## config.mk

```make
export PLATFORM = sky130hd
export DESIGN_NAME = up_down_counter_n_flat
export DESIGN_NICKNAME = d
export VERILOG_FILES = /design/src/rtl/up_down_counter_n_if.sv /design/src/rtl/up_down_counter_n.sv /design/src/flat_wrapper.sv
export SDC_FILE = /design/constraint.sdc
export NUM_CORES = 1
export LEC_CHECK = 0
export CORE_AREA = 2 2 39 41
export CTS_BUF_LIST = sky130_fd_sc_hd__clkbuf_16
export DETAILED_ROUTE_END_ITERATION = 12
export DIE_AREA = 0 0 41 43
export HOLD_SLACK_MARGIN = 0.12
export SYNTH_ARGS = -nofsm -noshare
export SYNTH_HDL_FRONTEND = slang
export SYNTH_SLANG_ARGS = --single-unit
export TNS_END_PERCENT = 10
```

## constraint.sdc

```tcl
create_clock -name clk -period 1.8 [get_ports clk]
set_input_delay 0.18 -clock clk [delete_from_list [all_inputs] [get_ports clk]]
set_output_delay 0.18 -clock clk [all_outputs]
set_load 0.02 [all_outputs]
```

## src/rtl/up_down_counter_n_if.sv

```systemverilog
// Purpose: control/data bundle for up_down_counter_n.
// Signals:
//   en_b     count enable, active-low (master -> slave)
//   load_b   synchronous parallel load, active-low (master -> slave)
//   up       direction, 1 = up, 0 = down (master -> slave)
//   load_in  parallel load data, N bits (master -> slave)
//   q        registered counter value, N bits (slave -> master)
//   rco_b    ripple carry/borrow out, active-low, combinational (slave -> master)
interface up_down_counter_n_if #(
  parameter int unsigned N = 4
);
  logic         en_b;
  logic         load_b;
  logic         up;
  logic [N-1:0] load_in;
  logic [N-1:0] q;
  logic         rco_b;

  modport master (
    output en_b, load_b, up, load_in,
    input  q, rco_b
  );

  modport slave (
    input  en_b, load_b, up, load_in,
    output q, rco_b
  );
endinterface

```

## src/rtl/up_down_counter_n.sv

```systemverilog
// Purpose: N-bit synchronous up/down counter, 74x191 style, cascadable via
//          rco_b -> en_b of the next stage.
// Ports:
//   clk   clock, rising edge
//   rst   asynchronous active-high reset, clears the count
//   bus   up_down_counter_n_if.slave: en_b, load_b, up, load_in in; q, rco_b out
// Options:
//   UDC_SATURATE_EN  when defined, counting saturates at all-ones / zero
//                    instead of wrapping; load is unaffected.
module up_down_counter_n #(
  parameter int unsigned N = 4
) (
  input  logic               clk,
  input  logic               rst,
  up_down_counter_n_if.slave bus
);

  localparam logic [N-1:0] MAX_VAL = {N{1'b1}};
  localparam logic [N-1:0] MIN_VAL = '0;

  logic [N-1:0] q_q;
  logic [N-1:0] q_d;
  logic         tc_c;

  // Next-count selection: load beats enable, enable gates direction.
  always_comb begin
    q_d = q_q;
    if (!bus.load_b) begin
      q_d = bus.load_in;
    end else if (!bus.en_b) begin
      if (bus.up) begin
`ifdef UDC_SATURATE_EN
        if (q_q != MAX_VAL) q_d = q_q + N'(1);
`else
        q_d = q_q + N'(1);
`endif
      end else begin
`ifdef UDC_SATURATE_EN
        if (q_q != MIN_VAL) q_d = q_q - N'(1);
`else
        q_d = q_q - N'(1);
`endif
      end
    end
  end

  // Count register.
  always_ff @(posedge clk or posedge rst) begin
    if (rst) q_q <= '0;
    else     q_q <= q_d;
  end

  // Terminal count follows the current direction, so rco_b reacts to up
  // and en_b within the same cycle without waiting for an edge.
  always_comb begin
    tc_c = bus.up ? (q_q == MAX_VAL) : (q_q == MIN_VAL);
  end

  assign bus.q     = q_q;
  assign bus.rco_b = ~(tc_c & ~bus.en_b);

endmodule

```

## src/flat_wrapper.sv

```systemverilog
// flat-port wrapper written by rule: the top's interface ports become plain ports
module up_down_counter_n_flat 
#(
  parameter int unsigned N = 4
)
  (clk, rst, bus_en_b, bus_load_b, bus_up, bus_load_in, bus_q, bus_rco_b);
  up_down_counter_n_if #(.N(N)) bus_i ();
  input  logic clk;
  input  logic rst;
  input wire logic [$bits(bus_i.en_b)-1:0] bus_en_b;
  input wire logic [$bits(bus_i.load_b)-1:0] bus_load_b;
  input wire logic [$bits(bus_i.up)-1:0] bus_up;
  input wire logic [$bits(bus_i.load_in)-1:0] bus_load_in;
  output wire logic [$bits(bus_i.q)-1:0] bus_q;
  output wire logic [$bits(bus_i.rco_b)-1:0] bus_rco_b;
  assign bus_i.en_b = bus_en_b;
  assign bus_i.load_b = bus_load_b;
  assign bus_i.up = bus_up;
  assign bus_i.load_in = bus_load_in;
  assign bus_q = bus_i.q;
  assign bus_rco_b = bus_i.rco_b;
  up_down_counter_n #(.N(N)) u_core (.clk(clk), .rst(rst), .bus(bus_i));
endmodule
```

======== After elaboration in Yosys (flattened, before gate mapping) ========
Cells that the tools add are included.
word-level totals
  register bits ........................... 4
  input port bits ......................... 9
  word-level logic and storage cells ...... 13
operators by class
  add/subtract/negate cells ............... 2
  equality and inequality tests ........... 2
  mux-type cells .......................... 4
  bitwise operators ....................... 3
  reduce and logical (&&, ||, !) cells .... 1
operators with widths
  cell                                                                count
  4-bit two-way mux                                                   3
  4-bit by 1-bit adder with 4-bit output, second input constant       1
  4-bit equality test, second input constant                          1
  4-bit zero test                                                     1
  4-bit by 1-bit subtractor with 4-bit output, second input constant  1
  2-bit != test, second input constant                                1
  1-bit inverter                                                      2
  1-bit AND                                                           1
  1-bit two-way mux                                                   1

======== Longest topological paths before layout ========
  word-level depth ........................ 4
  mapped depth ............................ 5
  depth with buffers taken out ............ 5

======== Worst setup path before layout ========
No wires, ideal clock.
  path type ............................... flip-flop to flip-flop
  from .................................... register u_core.q_q[0] (netlist: u_core.bus.q[0])
  to ...................................... register u_core.q_q[2] (netlist: u_core.bus.q[2])
  arrival time ............................ 1.410 ns
  data required time ...................... 1.675 ns
  slack ................................... 0.265 ns
  cell stages (with the launch flop) ...... 5
  path buffers ............................ 0
  cells stage by stage .................... dfrtp_1 -> fa_1 -> xnor2_1 -> o21ai_0 -> mux2_2
on the way
  longest elaborated chain between the ends .. 4
  elaborated cells on any way between the ends .. 5
RTL lines
  what                                                                                                   line                                              text
  from (decl)                                                                                            up_down_counter_n.sv:21                           logic [N-1:0] q_q;
  from (signal assigned)                                                                                 up_down_counter_n.sv:50                           else q_q <= q_d;
  4-bit by 1-bit subtractor with 4-bit output or 4-bit by 1-bit adder with 4-bit output (tied branches)  up_down_counter_n.sv:41, up_down_counter_n.sv:35
  4-bit two-way mux (*)                                                                                  up_down_counter_n.sv:31                           if (bus.up) begin
  4-bit two-way mux (*)                                                                                  up_down_counter_n.sv:30                           end else if (!bus.en_b) begin
  4-bit two-way mux (*)                                                                                  up_down_counter_n.sv:28                           if (!bus.load_b) begin
Mark *: on every way between the ends. The rest lies on a longest branch, timed or not. The select of a mux whose other input is x is not followed.
A chain may end at the register's enable or synchronous reset.

======== Final worst setup path ========
  from .................................... input port bus_up
  to ...................................... register u_core.q_q[2] (netlist: u_core.bus.q[2])
on the way
  longest elaborated chain between the ends .. 3
RTL lines
  what               line                     text
  from (decl)        flat_wrapper.sv:12       input wire logic [$bits(bus_i.up)-1:0] bus_up;
  4-bit two-way mux  up_down_counter_n.sv:31
  4-bit two-way mux  up_down_counter_n.sv:30
  4-bit two-way mux  up_down_counter_n.sv:28
No other way between the ends. The select of a mux whose other input is x is not followed.

==> results.ini <==
[outcome]
status=finished, final reports clean

[clock_network]
numCtsBuffers=3
clk_latency_ns=0.22
path_clk_slew_ns=0.03
cts_tree=done
clockBufferDepth=2
cts_sinks=4
root_buffer=clkbuf_16
htree_levels=1

[global_route]
grt_pass1_wl_um=1430
antenna_found_initial=0
grt_max_degree=11
grt_usage_pct=12.2
grt.overflow.total=0
grt_pass1_vias=364

[timing]
tightest_slew_ns=0.319
hold_viol_final=0
fin_worst_skew_ns=0.00295
slew_viol_final=0
worst_slack_ns=0.164
finalCritPeriodShare_pct=90.9
finalCriticalPeriod_ns=1.64
finalSetupViolCount=0
fmax_ghz=0.611
rsz0062_at_grt=no
relSlewSlack_pct=78.7

[final_layout]
syn_to_final_growth_pct=75.3
largest_register_ffs=4
final_util_pct=42.9
fillers=132
drive_above_1_share_pct=23.6
final_nets=69
n_antenna_cell=0
fin_cells=71

[floorplanning]
coreArea_mm2=0.00138
ios=14
dieArea_mm2=0.00176
core.rowCount=14
start_util_pct=24.5
die_y_um=43
die_x_um=41

[yosys]
yosysUniqueCellTypes=24
synth.avg_cell_area_um2=9.69
synthMostInstantiatedCell=dfrtp_1
ys_ff_latch=4
synth_edf_count=0
async_reset_ff_share_pct=100
yosysWarnings=0
yosysTopAreaCellShare_pct=29.5
synth_flop_cell=dfrtp_1
synthTopCellsByArea=dfrtp_1, ha_1, mux2_2
netlist_area_um2=339
ys_seq_area_share_pct=29.5
syn_nets=47
yosysTopAreaCell=dfrtp_1
syn_inst=35

[drt]
antenna_left=0
dr_total_vias=338
first_iter_violations=1
routed_wl_um=766
wl_per_cell_um=10.8
drt_first_pass_iters=3
post-route-drc-count=0
viasPerCell=4.76

[power_and_ir_drop]
p_int_mw=0.500
power_switching_mw=0.165
p_seq_share_pct=17.8
sw_frac_of_total_pct=24.8
peakVddDrop_mv=0.790
total_power_mw=0.665
p_per_area_mw_per_mm2=1120
leakagePower_nw=0.253
clock_power_share_pct=51.8
combPwrFrac_pct=30.4

[critical_path]
cp.arrival_ns=1.74
worst_setup_path_start_kind=input port
path_max_fanout=6
cp-end-kind=register
critPathRequiredTime_ns=1.90
critical_path_class=in2reg

[place]
place_congestion=0.739
dp_cells=68
place_ws_ns=-0.112
port_buffers=13
hpwl_um=617

[job]
cap_viol_max_count=0

[hold_path]
hold_path_class=in2async

power by group through the flow:
stage / clock network [mW] / logic (mW) / registers (mW)
global route: 0.356 / 0.224 / 0.121
detailed placement: 0 / 0.202 / 0.120
global placement: 0 / 0.202 / 0.120
finish: 0.344 / 0.202 / 0.118
CTS: 0.351 / 0.206 / 0.119
floorplan: 0 / 0.0785 / 0.150
path summary, 6_finish.rpt:
path | start | to | slack, ns | depth (start not counted)
max reg2reg | u_core.bus.q[0] | u_core.bus.q[2] | 0.22 | 5
min reg2reg | u_core.bus.q[3] | u_core.bus.q[3] | 0.69 | 3
min | rst | u_core.bus.q[3] | 0.14 | 2
min in group clk | bus_load_in[1] | u_core.bus.q[1] | 0.55 | 3
max in group asynchronous | rst | u_core.bus.q[2] | 1.51 | 2
max | bus_up | u_core.bus.q[2] | 0.16 | 7
layout by cell type (no fill, tap or decap):
cell type	count
nand3b_1	1
nor2_1	1
nand3_1	2
or4_1	1
nand4bb_1	1
mux2_2	2
xnor2_1	2
dfrtp_1	4
nand2b_1	1
o21ai_0	1
nor2b_1	1
a31oi_1	1
clkdlybuf4s50_1	12
fa_1	1
a21oi_1	2
ha_1	2
nor4b_1	1
nand4_1	1
and3_2	1
buf_4	6
a22o_1	1
o211ai_1	1
inv_1	2
clkbuf_2	1
nand2_1	1
clkbuf_16	3
mux2i_1	2
critical path, cell delays in order:
cell             delay, ns
clkdlybuf4s50_1       0.47
buf_4                 0.13
inv_1                 0.07
fa_1                  0.38
xnor2_1               0.16
o21ai_0               0.08
mux2_2                0.26
metal layers:
metal / part of all wire [%] / vias to the layer above / routed length, µm / track usage (%)
li1: - / 170 / - / -
met1: 42 / 155 / 323 / 14.4
met2: 51 / 11 / 392 / 18.4
met3: 5.5 / 2 / 42 / 1.57
met4: 0.91 / 0 / 7 / 10.0
met5: 0 / - / 0 / 0
layout make-up:
class                   instances  area (µm²)  share of cell area [%]
clock buffers                   3        75.1                    12.6
inverters                       2        7.51                    1.26
multi-input cells              27         221                    37.3
flip-flops and latches          4         100                    16.8
well taps                      16        20.0                    3.37
repair buffers                 19         170                    28.6
stage by stage:
stage / hold slack, ns / TNS [ns] / area (µm²)
global placement: 0.376 / -0.133 / 524
CTS: 0.141 / 0 / 599
global route: 0.179 / 0 / 594
finish: 0.136 / 0 / 594
floorplan: -0.0539 / 0 / 339
detailed placement: 0.377 / -0.187 / 524
repair_timing:
| item | in CTS | in global routing |
|---|---|---|
| gates cloned | 0 | 0 |
| hold buffers | 0 | 0 |
| resized for setup | 2 | 1 |
| endpoints found under the setup margin | 1 | 1 |
| buffers inserted | 0 | 0 |
| endpoints found under the hold margin | 0 | 0 |
logic make-up (layout without fill, tap and decap cells):
logic type,count (synthesis),in the layout,share of synthesized area (%)
AOI/OAI and AO/OA,6,6,11.1
xor gates and xnor gates,2,2,5.17
adders and majority gates,3,3,13.3
buffers and inverters,4,24,5.17
DFF,4,4,29.5
muxes,4,4,12.5
and+or+nand+nor,12,12,23.3
No activity file was read; power rests on OpenSTA's default activity.
